File: src/rtl/mu_imem_loader.sv
// mu_imem_loader: assembles a length-prefixed big-endian byte stream into instruction memory writes
module mu_imem_loader #(
    parameter int                    DATA_WIDTH = 32,
    parameter logic [DATA_WIDTH-1:0] BASE_ADDR  = 32'h0040_0000,
    parameter int                    MAX_WORDS  = 64
) (
    input  logic                  clk,
    input  logic                  reset,
    input  logic                  start,
    input  logic [7:0]            rx_data,
    input  logic                  rx_valid,
    output logic                  rx_ready,
    output logic                  mem_we,
    output logic [DATA_WIDTH-1:0] mem_addr,
    output logic [DATA_WIDTH-1:0] mem_wdata,
    output logic                  busy,
    output logic                  done,
    output logic                  error,
    output logic                  cpu_hold
);
    localparam int IW = $clog2(MAX_WORDS) + 1;

    typedef enum logic [2:0] {IDLE, LEN_HI, LEN_LO, DATA, WRITE, DONE, ERR} state_t;

    state_t        state, state_nx;
    logic [7:0]    n_hi;
    logic [15:0]   n;
    logic [15:0]   n_full;
    logic [IW-1:0] idx;
    logic [1:0]    cnt;
    logic [23:0]   word;
    logic          can_start;
    logic          last;

    assign n_full    = {n_hi, rx_data};
    assign can_start = start && (state == IDLE || state == DONE || state == ERR);
    assign last      = 16'(idx) + 16'd1 == n;

    // State register; reset drops mem_we and rx_ready immediately since both decode from state
    always_ff @(posedge clk or posedge reset) begin
        if (reset) state <= IDLE;
        else       state <= state_nx;
    end

    // Next-state logic and state-decoded strobes
    always_comb begin
        state_nx = state;
        rx_ready = 1'b0;
        mem_we   = 1'b0;
        case (state)
            IDLE:    state_nx = start ? LEN_HI : IDLE;
            LEN_HI: begin
                rx_ready = 1'b1;
                state_nx = rx_valid ? LEN_LO : LEN_HI;
            end
            LEN_LO: begin
                rx_ready = 1'b1;
                if (rx_valid)
                    state_nx = n_full == 16'd0              ? DONE :
                               n_full > 16'(MAX_WORDS)      ? ERR  : DATA;
            end
            DATA: begin
                rx_ready = 1'b1;
                state_nx = rx_valid && cnt == 2'd3 ? WRITE : DATA;
            end
            WRITE: begin
                mem_we   = 1'b1;
                state_nx = last ? DONE : DATA;
            end
            DONE:    state_nx = start ? LEN_HI : DONE;
            ERR:     state_nx = start ? LEN_HI : ERR;
            default: state_nx = IDLE;
        endcase
    end

    // Status flags: start clears the sticky flags, terminal states set them one cycle later
    always_ff @(posedge clk or posedge reset) begin
        if (reset) begin
            busy     <= 1'b0;
            done     <= 1'b0;
            error    <= 1'b0;
            cpu_hold <= 1'b1;
        end else if (can_start) begin
            busy     <= 1'b1;
            done     <= 1'b0;
            error    <= 1'b0;
            cpu_hold <= 1'b1;
        end else if (state == DONE) begin
            busy     <= 1'b0;
            done     <= 1'b1;
            cpu_hold <= 1'b0;
        end else if (state == ERR) begin
            busy     <= 1'b0;
            error    <= 1'b1;
        end
    end

    // Header capture: high byte first, full count kept for the end-of-load compare
    always_ff @(posedge clk or posedge reset) begin
        if (reset) begin
            n_hi <= 8'd0;
            n    <= 16'd0;
        end else begin
            if (state == LEN_HI && rx_valid) n_hi <= rx_data;
            if (state == LEN_LO && rx_valid) n    <= n_full;
        end
    end

    // Word assembly and index tracking; the write port is loaded on the fourth byte
    always_ff @(posedge clk or posedge reset) begin
        if (reset) begin
            idx       <= '0;
            cnt       <= 2'd0;
            word      <= 24'd0;
            mem_addr  <= BASE_ADDR;
            mem_wdata <= '0;
        end else begin
            if (state == LEN_LO && rx_valid) begin
                idx <= '0;
                cnt <= 2'd0;
            end
            if (state == DATA && rx_valid) begin
                word <= {word[15:0], rx_data};
                cnt  <= cnt + 2'd1;
                if (cnt == 2'd3) begin
                    mem_wdata <= DATA_WIDTH'({word, rx_data});
                    mem_addr  <= BASE_ADDR + (DATA_WIDTH'(idx) << 2);
                end
            end
            if (state == WRITE) idx <= idx + IW'(1);
        end
    end
endmodule
File: config.mk
export PLATFORM = sky130hd
export DESIGN_NAME = mu_imem_loader
export DESIGN_NICKNAME = d
export VERILOG_FILES = /design/src/rtl/mu_imem_loader.sv
export SDC_FILE = /design/constraint.sdc
export NUM_CORES = 1
export LEC_CHECK = 0
export ABC_AREA = 1
export CORE_MARGIN = 8
export CORE_UTILIZATION = 50
export DETAILED_ROUTE_END_ITERATION = 7
export PLACE_DENSITY = 0.8
export SLEW_MARGIN = 10
export SYNTH_ARGS = -nofsm -noshare
export SYNTH_HDL_FRONTEND = slang
export SYNTH_SLANG_ARGS = --single-unit
export TNS_END_PERCENT = 5
File: constraint.sdc
create_clock -name clk -period 3.9 [get_ports clk]
set_input_delay 0.78 -clock clk [delete_from_list [all_inputs] [get_ports clk]]
set_output_delay 0.78 -clock clk [all_outputs]
set_load 0.05 [all_outputs]
==> load_flow_metrics.sql, run 1 <==
INSERT INTO impl_metrics (metric_group, metric, value, unit) VALUES
('global_routing', 'first_global_vias', '3491', ''),
('setup_path', 'worstSetupStartpointType', 'flip-flop', ''),
('clock_network', 'post_cts_resized', '0', ''),
('min_path', 'min_from', 'cpu_hold$_DFFE_PP1P_', ''),
('timing', 'smallest_setup_slack_after_layout', '0.892', 'ns'),
('place', 'place_ws', '1.27', 'ns'),
('floorplan', 'start_util', '0.504', ''),
('setup_path', 'reg2reg_depth', '5', ''),
('place', 'numPortBuffers', '56', ''),
('setup_path', 'reg2reg_from', 'state[2]$_DFFE_PP0P_', ''),
('timing', 'fin_hold_ws', '0.474', 'ns'),
('timing', 'fin_skew', '0.0123', 'ns'),
('setup_path', 'timing.critical_path.required', '3.12', 'ns'),
('synth', 'dominant_cell_by_count_in_the_synthesized_netlist', 'nand2_1', ''),
('synth', 'syn_inst', '502', ''),
('floorplan', 'design.die.area', '12500', 'µm²'),
('synth', 'synth_flop_cell', 'dfrtp_1', ''),
('timing', 'final.period_utilization', '0.771', ''),
('drt', 'post_drt_wl_per_cell', '14.4', 'µm'),
('timing', 'timing_worst_slew_pin_value', '0.848', 'ns'),
('final_layout', 'layout-drive-gt1-share', '0.0909', ''),
('final_layout', 'num-nets-final', '570', ''),
('min_path', 'worst_hold_path_type', 'flip-flop to flip-flop', ''),
('power_and_ir_drop', 'irDropWorstVdd', '304', 'µV'),
('synth', 'synth_enable_flop_cells', '0', ''),
('power_and_ir_drop', 'power.density', '748', 'nW/µm²'),
('floorplan', 'die_width', '112', 'µm'),
('clock_network', 'clockRootBuffer', 'clkbuf_8', ''),
('floorplan', 'core.rowCount', '35', ''),
('run', 'cap_violations', '0', ''),
('power_and_ir_drop', 'p_leak', '2.57', 'nW'),
('drt', 'route.layer.met1.wl', '4360', 'µm'),
('drt', 'num_vias', '3431', ''),
('drt', 'total_detailed_routing_wirelength', '9680', 'µm'),
('clock_network', 'cts.sink_count', '103', ''),
('final_layout', 'layout-area-overhead-vs-synth', '15.7', '%'),
('drt', 'drt_drc_violations_left', '0', ''),
('drt', 'final_antenna_net_count', '0', ''),
('drt', 'average_via_count_per_standard_cell', '5.11', ''),
('clock_network', 'cts_max_path_buffers', '2', ''),
('timing', 'period_minus_slack', '3.01', 'ns'),
('global_routing', 'antenna_found_initial', '0', ''),
('setup_path', 'timing.rr.end', 'mem_wdata[29]$_DFFE_PP0P_', ''),
('synth', 'synth-async-reset-ratio', '1.00', ''),
('timing', 'hold_violations', '0', ''),
('synth', 'synth_largest_type_area_fraction', '0.558', ''),
('clock_network', 'clkTransAtPathRegs', '0.10', 'ns'),
('clock_network', 'tritoncts.num_buffers', '9', ''),
('timing', 'slew_headroom', '0.435', ''),
('setup_path', 'reg2reg_slack', '2.05', 'ns'),
('drt', 'drtIter0Drc', '240', ''),
('timing', 'timing.setup.tns', '0', 'ns'),
('drt', 'met2RoutedLength', '4620', 'µm'),
('timing', 'max_freq', '332', 'MHz'),
('final_layout', 'antenna_cells_inserted', '0', ''),
('place', 'gp_congestion', '0.893', ''),
('timing', 'setup_viol_count_final', '0', ''),
('setup_path', 'cp_data_arrival_time', '2.23', 'ns'),
('synth', 'post_synth_instance_area', '4570', 'µm²'),
('global_routing', 'first_pass_grt_wire_length', '16500', 'µm'),
('drt', 'met3_wirelength', '601', 'µm'),
('min_path', 'worst_hold_path.endpoint', 'cpu_hold$_DFFE_PP1P_', ''),
('synth', 'syn-mean-instance-area', '9.11', 'µm²'),
('outcome', 'outcome', 'finished clean', ''),
('floorplan', 'pin_count', '82', ''),
('clock_network', 'clkLatencyLatePin', '0.35', 'ns'),
('synth', 'count_of_state_elements_after_synthesis', '103', ''),
('clock_network', 'cts_tree', 'yes', ''),
('setup_path', 'critical_path_class', 'flip-flop to primary output', ''),
('clock_network', 'postCtsHoldBufs', '0', ''),
('timing', 'report.final.slew_viol_count', '0', '');
==> per-layer routing <==
metal,track usage,vias to the layer above
met3,0.0417,7
li1,-,1663
met4,0.0520,0
met1,0.202,1649
met5,0,-
met2,0.264,112
==> per-stage QoR <==
| step | total power, mW | cell area, µm² | cells |
|---|---|---|---|
| 2_1_floorplan | 2.88 | 4660 | 525 |
| 3_3_place_gp | 3.30 | 5110 | 656 |
| 3_5_place_dp | 3.36 | 5110 | 656 |
| 4_1_cts | 3.97 | 5290 | 672 |
| 5_1_grt | 4.22 | 5290 | 672 |
| 6_report | 3.95 | 5290 | 672 |
==> power by group <==
part | switching, mW | total [mW] | leakage (nW) | internal (mW)
logic | 1.13 | 1.66 | 1.13 | 0.530
registers | 0.222 | 1.68 | 1.35 | 1.45
clock network | 0.380 | 0.618 | 0.0862 | 0.238
total | 1.73 | 3.95 | 2.57 | 2.22
==> flip-flops by register name, summed over array words and instances, names as in the netlist <==
signal	count
idx	7
n	16
cnt	2
error	1
done	1
state	3
busy	1
mem_addr	7
mem_wdata	32
cpu_hold	1
n_hi	8
word	24
==> cell families (layout without fill, tap and decap cells) <==
group / Yosys count / after routing / synth area share
muxes: 7 / 7 / 0.0213
adders and majority gates: 2 / 2 / 0.00547
other: 2 / 25 / 0.00164
buffers and inverters: 107 / 143 / 0.115
and+or+nand+nor: 177 / 177 / 0.165
AOI/OAI and AO/OA: 104 / 104 / 0.127
DFF: 103 / 103 / 0.564
==> placed cells by master, fill, tap and decap left out <==
| master | count |
|---|---|
| inv_6 | 2 |
| ha_1 | 2 |
| nand3_1 | 18 |
| clkinvlp_4 | 2 |
| nor2_4 | 2 |
| clkdlybuf4s50_1 | 56 |
| mux2_4 | 5 |
| nand3b_1 | 1 |
| nor2_8 | 1 |
| o21ai_0 | 70 |
| mux2_2 | 2 |
| dfrtp_1 | 102 |
| nor2_1 | 19 |
| inv_2 | 5 |
| o21ai_2 | 11 |
| nand2_1 | 126 |
| conb_1 | 25 |
| o22ai_1 | 8 |
| nand2_4 | 1 |
| nor2_2 | 1 |
| clkbuf_8 | 9 |
| o21a_1 | 1 |
| buf_4 | 3 |
| clkinv_4 | 2 |
| nand3_2 | 1 |
| nand4_1 | 5 |
| inv_1 | 62 |
| o21ai_1 | 8 |
| a21oi_1 | 4 |
| clkinv_2 | 1 |
| nor3_1 | 1 |
| a221oi_1 | 1 |
| nand2_2 | 1 |
| dfstp_2 | 1 |
| o221ai_1 | 1 |
| inv_4 | 1 |
==> critical path, stage by stage, from the launching register on <==
cell and delay (ns):
dfrtp_1 0.47, nor2_1 0.18, inv_1 0.07, nor2_1 0.27
clkdlybuf4s50_1 0.88
==> layout make-up <==
class / count / area (µm²)
repair buffers: 59 / 583
fillers: 771 / 3770
flip-flops and latches: 103 / 2580
clock buffers: 9 / 124
clock inverters: 7 / 55.1
inverters: 68 / 258
well taps: 111 / 139
multi-input cells: 315 / 1550
==> worst max-delay path by stage <==
stage | start | end | slack [ns] | cells after the start
after floorplan | reset | busy$_DFFE_PP0P_ | 0.42 | 1
after global placement | state[1]$_DFFE_PP0P_ | mem_we | 1.39 | 4
after detailed placement | state[1]$_DFFE_PP0P_ | mem_we | 1.27 | 4
after CTS | state[1]$_DFFE_PP0P_ | mem_we | 0.87 | 4
after global routing | state[1]$_DFFE_PP0P_ | mem_we | 0.81 | 4
final | state[1]$_DFFE_PP0P_ | mem_we | 0.89 | 4
(Power assumes the default switching activity.)
==> inputs of run 2 (changes only) <==
- CORE_UTILIZATION: 50 -> 47
- PLACE_DENSITY: 0.8 -> 0.78
- clock period: 3.9 -> 2.65 ns (I/O delays scaled with it)
==> run 2 against run 1 <==
Net effect:
- first-iteration DRC count fell by 5.4%
- combinational power rose by 48%
- sequential power rose by 47%
- clock power rose by 63%
- clock skew fell by 0.0067 ns
- non-clock buffer count rose by 3
- sequential cell count did not move
- die area rose by 5.5%
- global-route usage fell by 0.32 points
==> load_flow_metrics.sql, run 2 (synthesis results as in run 1) <==
INSERT INTO impl_metrics (metric_group, metric, value, unit) VALUES
('clock_network', 'tritoncts.num_buffers', '9', ''),
('final_layout', 'commonest_non_fill_non_tap_cells_in_the_layout', '126 x nand2_1, 102 x dfrtp_1, 70 x o21ai_0, 62 x inv_1, 55 x clkdlybuf4s50_1', ''),
('timing', 'fin_skew', '0.00565', 'ns'),
('timing', 'slew_headroom', '0.652', ''),
('clock_network', 'cts_max_path_buffers', '2', ''),
('drt', 'post_drt_wl_per_cell', '14.1', 'µm'),
('global_routing', 'antenna_found_initial', '0', ''),
('global_routing', 'first_pass_grt_wire_length', '16400', 'µm'),
('power_and_ir_drop', 'total_power', '5.93', 'mW'),
('clock_network', 'clockRootBuffer', 'clkbuf_8', ''),
('min_path', 'worst_hold_path.endpoint', 'cpu_hold$_DFFE_PP1P_', ''),
('floorplan', 'dieHeight', '115', 'µm'),
('place', 'dp.cells', '681', ''),
('floorplan', 'design.die.area', '13100', 'µm²'),
('drt', 'average_via_count_per_standard_cell', '4.90', ''),
('clock_network', 'clkTransAtPathRegs', '0.10', 'ns'),
('min_path', 'hold_depth', '2', ''),
('place', 'numPortBuffers', '56', ''),
('outcome', 'outcome', 'finished clean', ''),
('clock_network', 'cts.sink_count', '103', ''),
('power_and_ir_drop', 'p_leak', '2.60', 'nW'),
('final_layout', 'finalNonFillerCells', '697', ''),
('clock_network', 'post_cts_resized', '0', ''),
('setup_path', 'timing.critical_path.mode_cell', 'nor2_1', ''),
('global_routing', 'globalRouteOverflowTotal', '0', ''),
('setup_path', 'cp_data_arrival_time', '1.83', 'ns'),
('setup_path', 'worstSetupEndpointType', 'primary output', ''),
('setup_path', 'critPathTopFamily', 'buffers and inverters', ''),
('final_layout', 'max_flop_register', 'mem_wdata', ''),
('setup_path', 'timing.critical_path.required', '2.12', 'ns'),
('timing', 'rsz0062_at_grt', 'no', ''),
('global_routing', 'track_usage', '0.157', ''),
('drt', 'drt_drc_violations_left', '0', ''),
('clock_network', 'postCtsHoldBufs', '0', ''),
('setup_path', 'reg2reg_depth', '7', ''),
('timing', 'timing.setup.tns', '0', 'ns'),
('floorplan', 'core.rowCount', '36', ''),
('setup_path', 'timing.rr.end', 'mem_wdata[17]$_DFFE_PP0P_', ''),
('final_layout', 'flip_flop_count_of_the_largest_register_all_copies_and_words_added', '32', ''),
('drt', 'total_detailed_routing_wirelength', '9810', 'µm'),
('setup_path', 'worst-path-max-fanout', '7', ''),
('clock_network', 'cts_tree', 'yes', ''),
('timing', 'hold_violations', '0', ''),
('timing', 'report.final.slew_viol_count', '0', ''),
('clock_network', 'post-cts-setup-buffers', '0', ''),
('power_and_ir_drop', 'power.density', '1100', 'nW/µm²'),
('setup_path', 'path_buf_inv', '1', ''),
('final_layout', 'num-nets-final', '573', ''),
('final_layout', 'reg.largest.list', 'mem_wdata (32), word (24), n (16)', ''),
('timing', 'setup_viol_count_final', '0', ''),
('setup_path', 'slowest_stage', 'clkdlybuf4s50_1', ''),
('clock_network', 'clkLatencyLatePin', '0.36', 'ns'),
('floorplan', 'start_util', '0.477', ''),
('place', 'place_hpwl', '7260', 'µm'),
('final_layout', 'antenna_cells_inserted', '0', ''),
('setup_path', 'reg2reg_slack', '0.84', 'ns'),
('final_layout', 'layout_commonest_cell', 'nand2_1', ''),
('timing', 'period_minus_slack', '2.36', 'ns'),
('clock_network', 'cts.htree.levels', '3', ''),
('min_path', 'min_from', 'cpu_hold$_DFFE_PP1P_', ''),
('setup_path', 'worst_setup_path_startpoint', 'state[1]$_DFFE_PP0P_', ''),
('final_layout', 'layout-area-overhead-vs-synth', '17.9', '%'),
('floorplan', 'die_width', '115', 'µm'),
('place', 'gp_congestion', '0.864', ''),
('floorplan', 'coreArea', '9590', 'µm²'),
('drt', 'final_antenna_net_count', '0', ''),
('timing', 'timing_worst_slew_pin_value', '0.523', 'ns'),
('drt', 'drtIter0Drc', '227', ''),
('final_layout', 'layout-drive-gt1-share', '0.0975', ''),
('power_and_ir_drop', 'irDropWorstVdd', '665', 'µV'),
('timing', 'max_freq', '424', 'MHz'),
('setup_path', 'critical_path_class', 'flip-flop to primary output', ''),
('global_routing', 'first_global_vias', '3392', ''),
('global_routing', 'pin_count_of_the_biggest_net_entering_global_routing', '52', ''),
('setup_path', 'worstSetupStartpointType', 'flip-flop', ''),
('timing', 'final.period_utilization', '0.889', ''),
('run', 'cap_violations', '0', ''),
('place', 'placement.cell_area', '5180', 'µm²'),
('final_layout', 'final_cell_area', '5390', 'µm²'),
('drt', 'drt-pass1-iter-count', '5', ''),
('floorplan', 'pin_count', '82', ''),
('min_path', 'worst_hold_path_type', 'flip-flop to flip-flop', ''),
('drt', 'num_vias', '3415', ''),
('setup_path', 'critical_path.max_stage_delay', '0.81', 'ns'),
('setup_path', 'reg2reg_from', 'cnt[0]$_DFFE_PP0P_', ''),
('setup_path', 'crit_chain', 'nor2_1, nor2_1, clkdlybuf4s50_1', '');
[run 2: worst max path at each step]
stage / endpoint / cells past startpoint
2_1_floorplan: idx[2]$_DFFE_PP0P_ / 5
3_3_place_gp: mem_wdata[19]$_DFFE_PP0P_ / 7
3_5_place_dp: mem_wdata[17]$_DFFE_PP0P_ / 7
4_1_cts: rx_ready / 3
5_1_grt: rx_ready / 3
6_report: rx_ready / 3
[run 2: routing by layer]
metal,track usage,vias up,share of wire
met5,0,-,0
met4,0.0683,0,0.024
met3,0.0396,26,0.062
met2,0.259,99,0.49
met1,0.191,1625,0.42
li1,-,1665,-
[run 2: cell type report]
class | instances | area [µm²]
well taps | 133 | 166
clock inverters | 6 | 67.6
inverters | 68 | 259
repair buffers | 62 | 628
clock buffers | 10 | 138
flip-flops and latches | 103 | 2580
multi-input cells | 315 | 1550
fillers | 846 | 4200
[run 2: power by group]
part	switching, mW	leakage (nW)	internal [mW]
clock	0.539	0.105	0.469
sequential	0.329	1.35	2.14
combinational	1.67	1.15	0.788
total	2.53	2.60	3.40
[run 2: metrics by stage]
stage / setup slack (ns) / utilization / hold slack (ns)
finish: 0.294 / 0.562 / 0.484
global route: 0.209 / 0.562 / 0.503
CTS: 0.273 / 0.562 / 0.490
detailed placement: 0.423 / 0.540 / 0.472
global placement: 0.524 / 0.540 / 0.457
floorplan: 0.723 / - / 0.453
[run 2: tightest hold or removal path: cells and delay by family (launching register included)]
family | cells | cell delay, ns
flip-flops | 1 | 0.38
AND/OR/NAND/NOR | 2 | 0.11
==> inputs of run 3 (changes only) <==
- CORE_UTILIZATION: 47 -> 35
- PLACE_DENSITY: 0.78 -> 0.62
- SKIP_CTS_REPAIR_TIMING: not set -> 1
==> run 3 against run 2 <==
Net effect:
- setup slack worse by 0.0054 ns
- sequential share of layout area down 1.1 points
- power up 3.9%
- cell count up 5.6%
- global-route usage down 3.1 points
- clock-buffer cell count up 1
==> load_flow_metrics.sql, run 3 (synthesis results as in run 1) <==
INSERT INTO impl_metrics (metric_group, metric, value, unit) VALUES
('clock_network', 'tritoncts.num_buffers', '9', ''),
('place', 'place_hpwl', '7460', 'µm'),
('timing', 'rsz0062_at_grt', 'no', ''),
('floorplan', 'design.die.area', '17000', 'µm²'),
('timing', 'timing.setup.tns', '0', 'ns'),
('power_and_ir_drop', 'total_power', '6.16', 'mW'),
('power_and_ir_drop', 'irDropWorstVdd', '424', 'µV'),
('final_layout', 'reg.largest.list', 'mem_wdata (32), word (24), n (16)', ''),
('final_layout', 'max_flop_register', 'mem_wdata', ''),
('drt', 'final_antenna_net_count', '0', ''),
('place', 'gp_congestion', '0.781', ''),
('drt', 'route.layer.met1.wl', '4740', 'µm'),
('drt', 'drtIter0Drc', '257', ''),
('floorplan', 'die_width', '130', 'µm'),
('timing', 'setup_viol_count_final', '0', ''),
('drt', 'num_vias', '3356', ''),
('global_routing', 'first_global_vias', '3357', ''),
('setup_path', 'reg2reg_depth', '12', ''),
('setup_path', 'crit_chain', 'nor2_1, nor2_1, clkdlybuf4s50_1', ''),
('clock_network', 'clkLatencyLatePin', '0.35', 'ns'),
('floorplan', 'coreArea', '12700', 'µm²'),
('floorplan', 'start_util', '0.361', ''),
('setup_path', 'path_depth', '3', ''),
('timing', 'report.final.slew_viol_count', '0', ''),
('setup_path', 'worstSetupEndpointType', 'primary output', ''),
('setup_path', 'worstSetupStartpointType', 'flip-flop', ''),
('clock_network', 'clockRootBuffer', 'clkbuf_16', ''),
('setup_path', 'timing.critical_path.required', '2.12', 'ns'),
('timing', 'final.period_utilization', '0.891', ''),
('power_and_ir_drop', 'p_leak', '2.64', 'nW'),
('drt', 'met2RoutedLength', '4560', 'µm'),
('setup_path', 'critical_path_class', 'flip-flop to primary output', ''),
('final_layout', 'antenna_cells_inserted', '0', ''),
('drt', 'average_via_count_per_standard_cell', '4.56', ''),
('timing', 'timing_worst_slew_pin_value', '0.519', 'ns'),
('timing', 'period_minus_slack', '2.36', 'ns'),
('drt', 'post_drt_wl_per_cell', '13.7', 'µm'),
('power_and_ir_drop', 'power.density', '1120', 'nW/µm²'),
('timing', 'max_freq', '424', 'MHz'),
('floorplan', 'core.rowCount', '41', ''),
('setup_path', 'worst-path-max-fanout', '7', ''),
('clock_network', 'cts_max_path_buffers', '2', ''),
('drt', 'total_detailed_routing_wirelength', '10100', 'µm'),
('final_layout', 'commonest_non_fill_non_tap_cells_in_the_layout', '126 x nand2_1, 102 x dfrtp_1, 70 x o21ai_0, 62 x inv_1, 55 x clkdlybuf4s50_1', ''),
('final_layout', 'layout-drive-gt1-share', '0.0957', ''),
('global_routing', 'track_usage', '0.126', ''),
('place', 'numPortBuffers', '56', ''),
('setup_path', 'slowest_stage', 'clkdlybuf4s50_1', ''),
('drt', 'drt_drc_violations_left', '0', ''),
('global_routing', 'globalRouteOverflowTotal', '0', ''),
('final_layout', 'flip_flop_count_of_the_largest_register_all_copies_and_words_added', '32', ''),
('setup_path', 'path_buf_inv', '1', ''),
('timing', 'fin_skew', '0.00572', 'ns'),
('drt', 'route.top_layer_used', 'met4', ''),
('clock_network', 'cts.sink_count', '103', ''),
('global_routing', 'first_pass_grt_wire_length', '16800', 'µm'),
('run', 'cap_violations', '0', ''),
('floorplan', 'dieHeight', '130', 'µm'),
('clock_network', 'cts_tree', 'yes', ''),
('setup_path', 'cp_data_arrival_time', '1.83', 'ns'),
('final_layout', 'layout-area-overhead-vs-synth', '20.6', '%'),
('min_path', 'worst_hold_path_type', 'flip-flop to flip-flop', ''),
('min_path', 'hold_depth', '2', ''),
('setup_path', 'critical_path.max_stage_delay', '0.82', 'ns'),
('timing', 'slew_headroom', '0.653', ''),
('drt', 'met3_wirelength', '570', 'µm'),
('drt', 'drt-pass1-iter-count', '4', ''),
('clock_network', 'cts.htree.levels', '3', ''),
('clock_network', 'clkTransAtPathRegs', '0.07', 'ns'),
('setup_path', 'critPathTopFamily', 'buffers and inverters', ''),
('outcome', 'outcome', 'finished clean', ''),
('final_layout', 'layout_commonest_cell', 'nand2_1', ''),
('setup_path', 'timing.critical_path.mode_cell', 'nor2_1', ''),
('final_layout', 'num-nets-final', '573', ''),
('timing', 'hold_violations', '0', ''),
('floorplan', 'pin_count', '82', ''),
('global_routing', 'antenna_found_initial', '0', ''),
('global_routing', 'pin_count_of_the_biggest_net_entering_global_routing', '91', '');
run 3: cell count changes in the layout (fill, tap and decap cells not counted), sizes merged:
cell    delta
bufinv     -1
clkbuf     +1
inv        +1
clkinv     -1
run 3: final cells by class:
class / count / area, µm²
clock buffers: 11 / 243
flip-flops and latches: 103 / 2580
repair buffers: 62 / 628
inverters: 68 / 259
clock inverters: 5 / 38.8
fillers: 1238 / 7160
well taps: 172 / 215
multi-input cells: 315 / 1550
run 3: layer usage:
| layer | GRT usage | up-vias |
|---|---|---|
| met5 | 0 | - |
| met4 | 0.0574 | 0 |
| met3 | 0.0310 | 14 |
| met2 | 0.189 | 69 |
| met1 | 0.169 | 1605 |
| li1 | - | 1668 |
run 3: metrics by stage:
| stage | setup slack [ns] | util | instance area, µm² | cells | hold slack [ns] |
|---|---|---|---|---|---|
| 3_5_place_dp | 0.559 | 0.413 | 5230 | 720 | 0.457 |
| 2_1_floorplan | 0.723 | - | 4660 | 525 | 0.453 |
| 6_report | 0.289 | 0.435 | 5520 | 736 | 0.466 |
| 5_1_grt | 0.141 | 0.435 | 5520 | 736 | 0.478 |
| 4_1_cts | 0.231 | 0.435 | 5520 | 736 | 0.469 |
| 3_3_place_gp | 0.571 | 0.413 | 5230 | 720 | 0.459 |
run 3: final timing paths:
path | slack, ns | end | startpoint
hold / removal | 0.47 | cpu_hold$_DFFE_PP1P_ | cpu_hold$_DFFE_PP1P_
hold reg to reg | 0.47 | cpu_hold$_DFFE_PP1P_ | cpu_hold$_DFFE_PP1P_
setup reg to reg | 0.93 | state[1]$_DFFE_PP0P_ | idx[0]$_DFFE_PP0P_
max in group asynchronous | 1.36 | idx[5]$_DFFE_PP0P_ | reset
setup / recovery | 0.29 | rx_ready | state[1]$_DFFE_PP0P_
min in group asynchronous | 0.51 | mem_wdata[5]$_DFFE_PP0P_ | reset
run 3: worst reg2reg max path, cell delays in order, from the launching register on:
cell and delay, ns:
dfrtp_1 0.45, ha_1 0.33, inv_1 0.06, nand2_1 0.05, nand2_1 0.06, nor2_1 0.08
nand2_1 0.05, nor2_1 0.11, nand3_1 0.08, nor2_1 0.15, nand2_1 0.07, nand2_1 0.06
nand3b_1 0.07
run 3: power breakdown:
part	switching [mW]	leakage (nW)	internal, mW
registers	0.327	1.35	2.14
clock network	0.592	0.137	0.672
logic	1.64	1.15	0.785
total	2.56	2.64	3.60
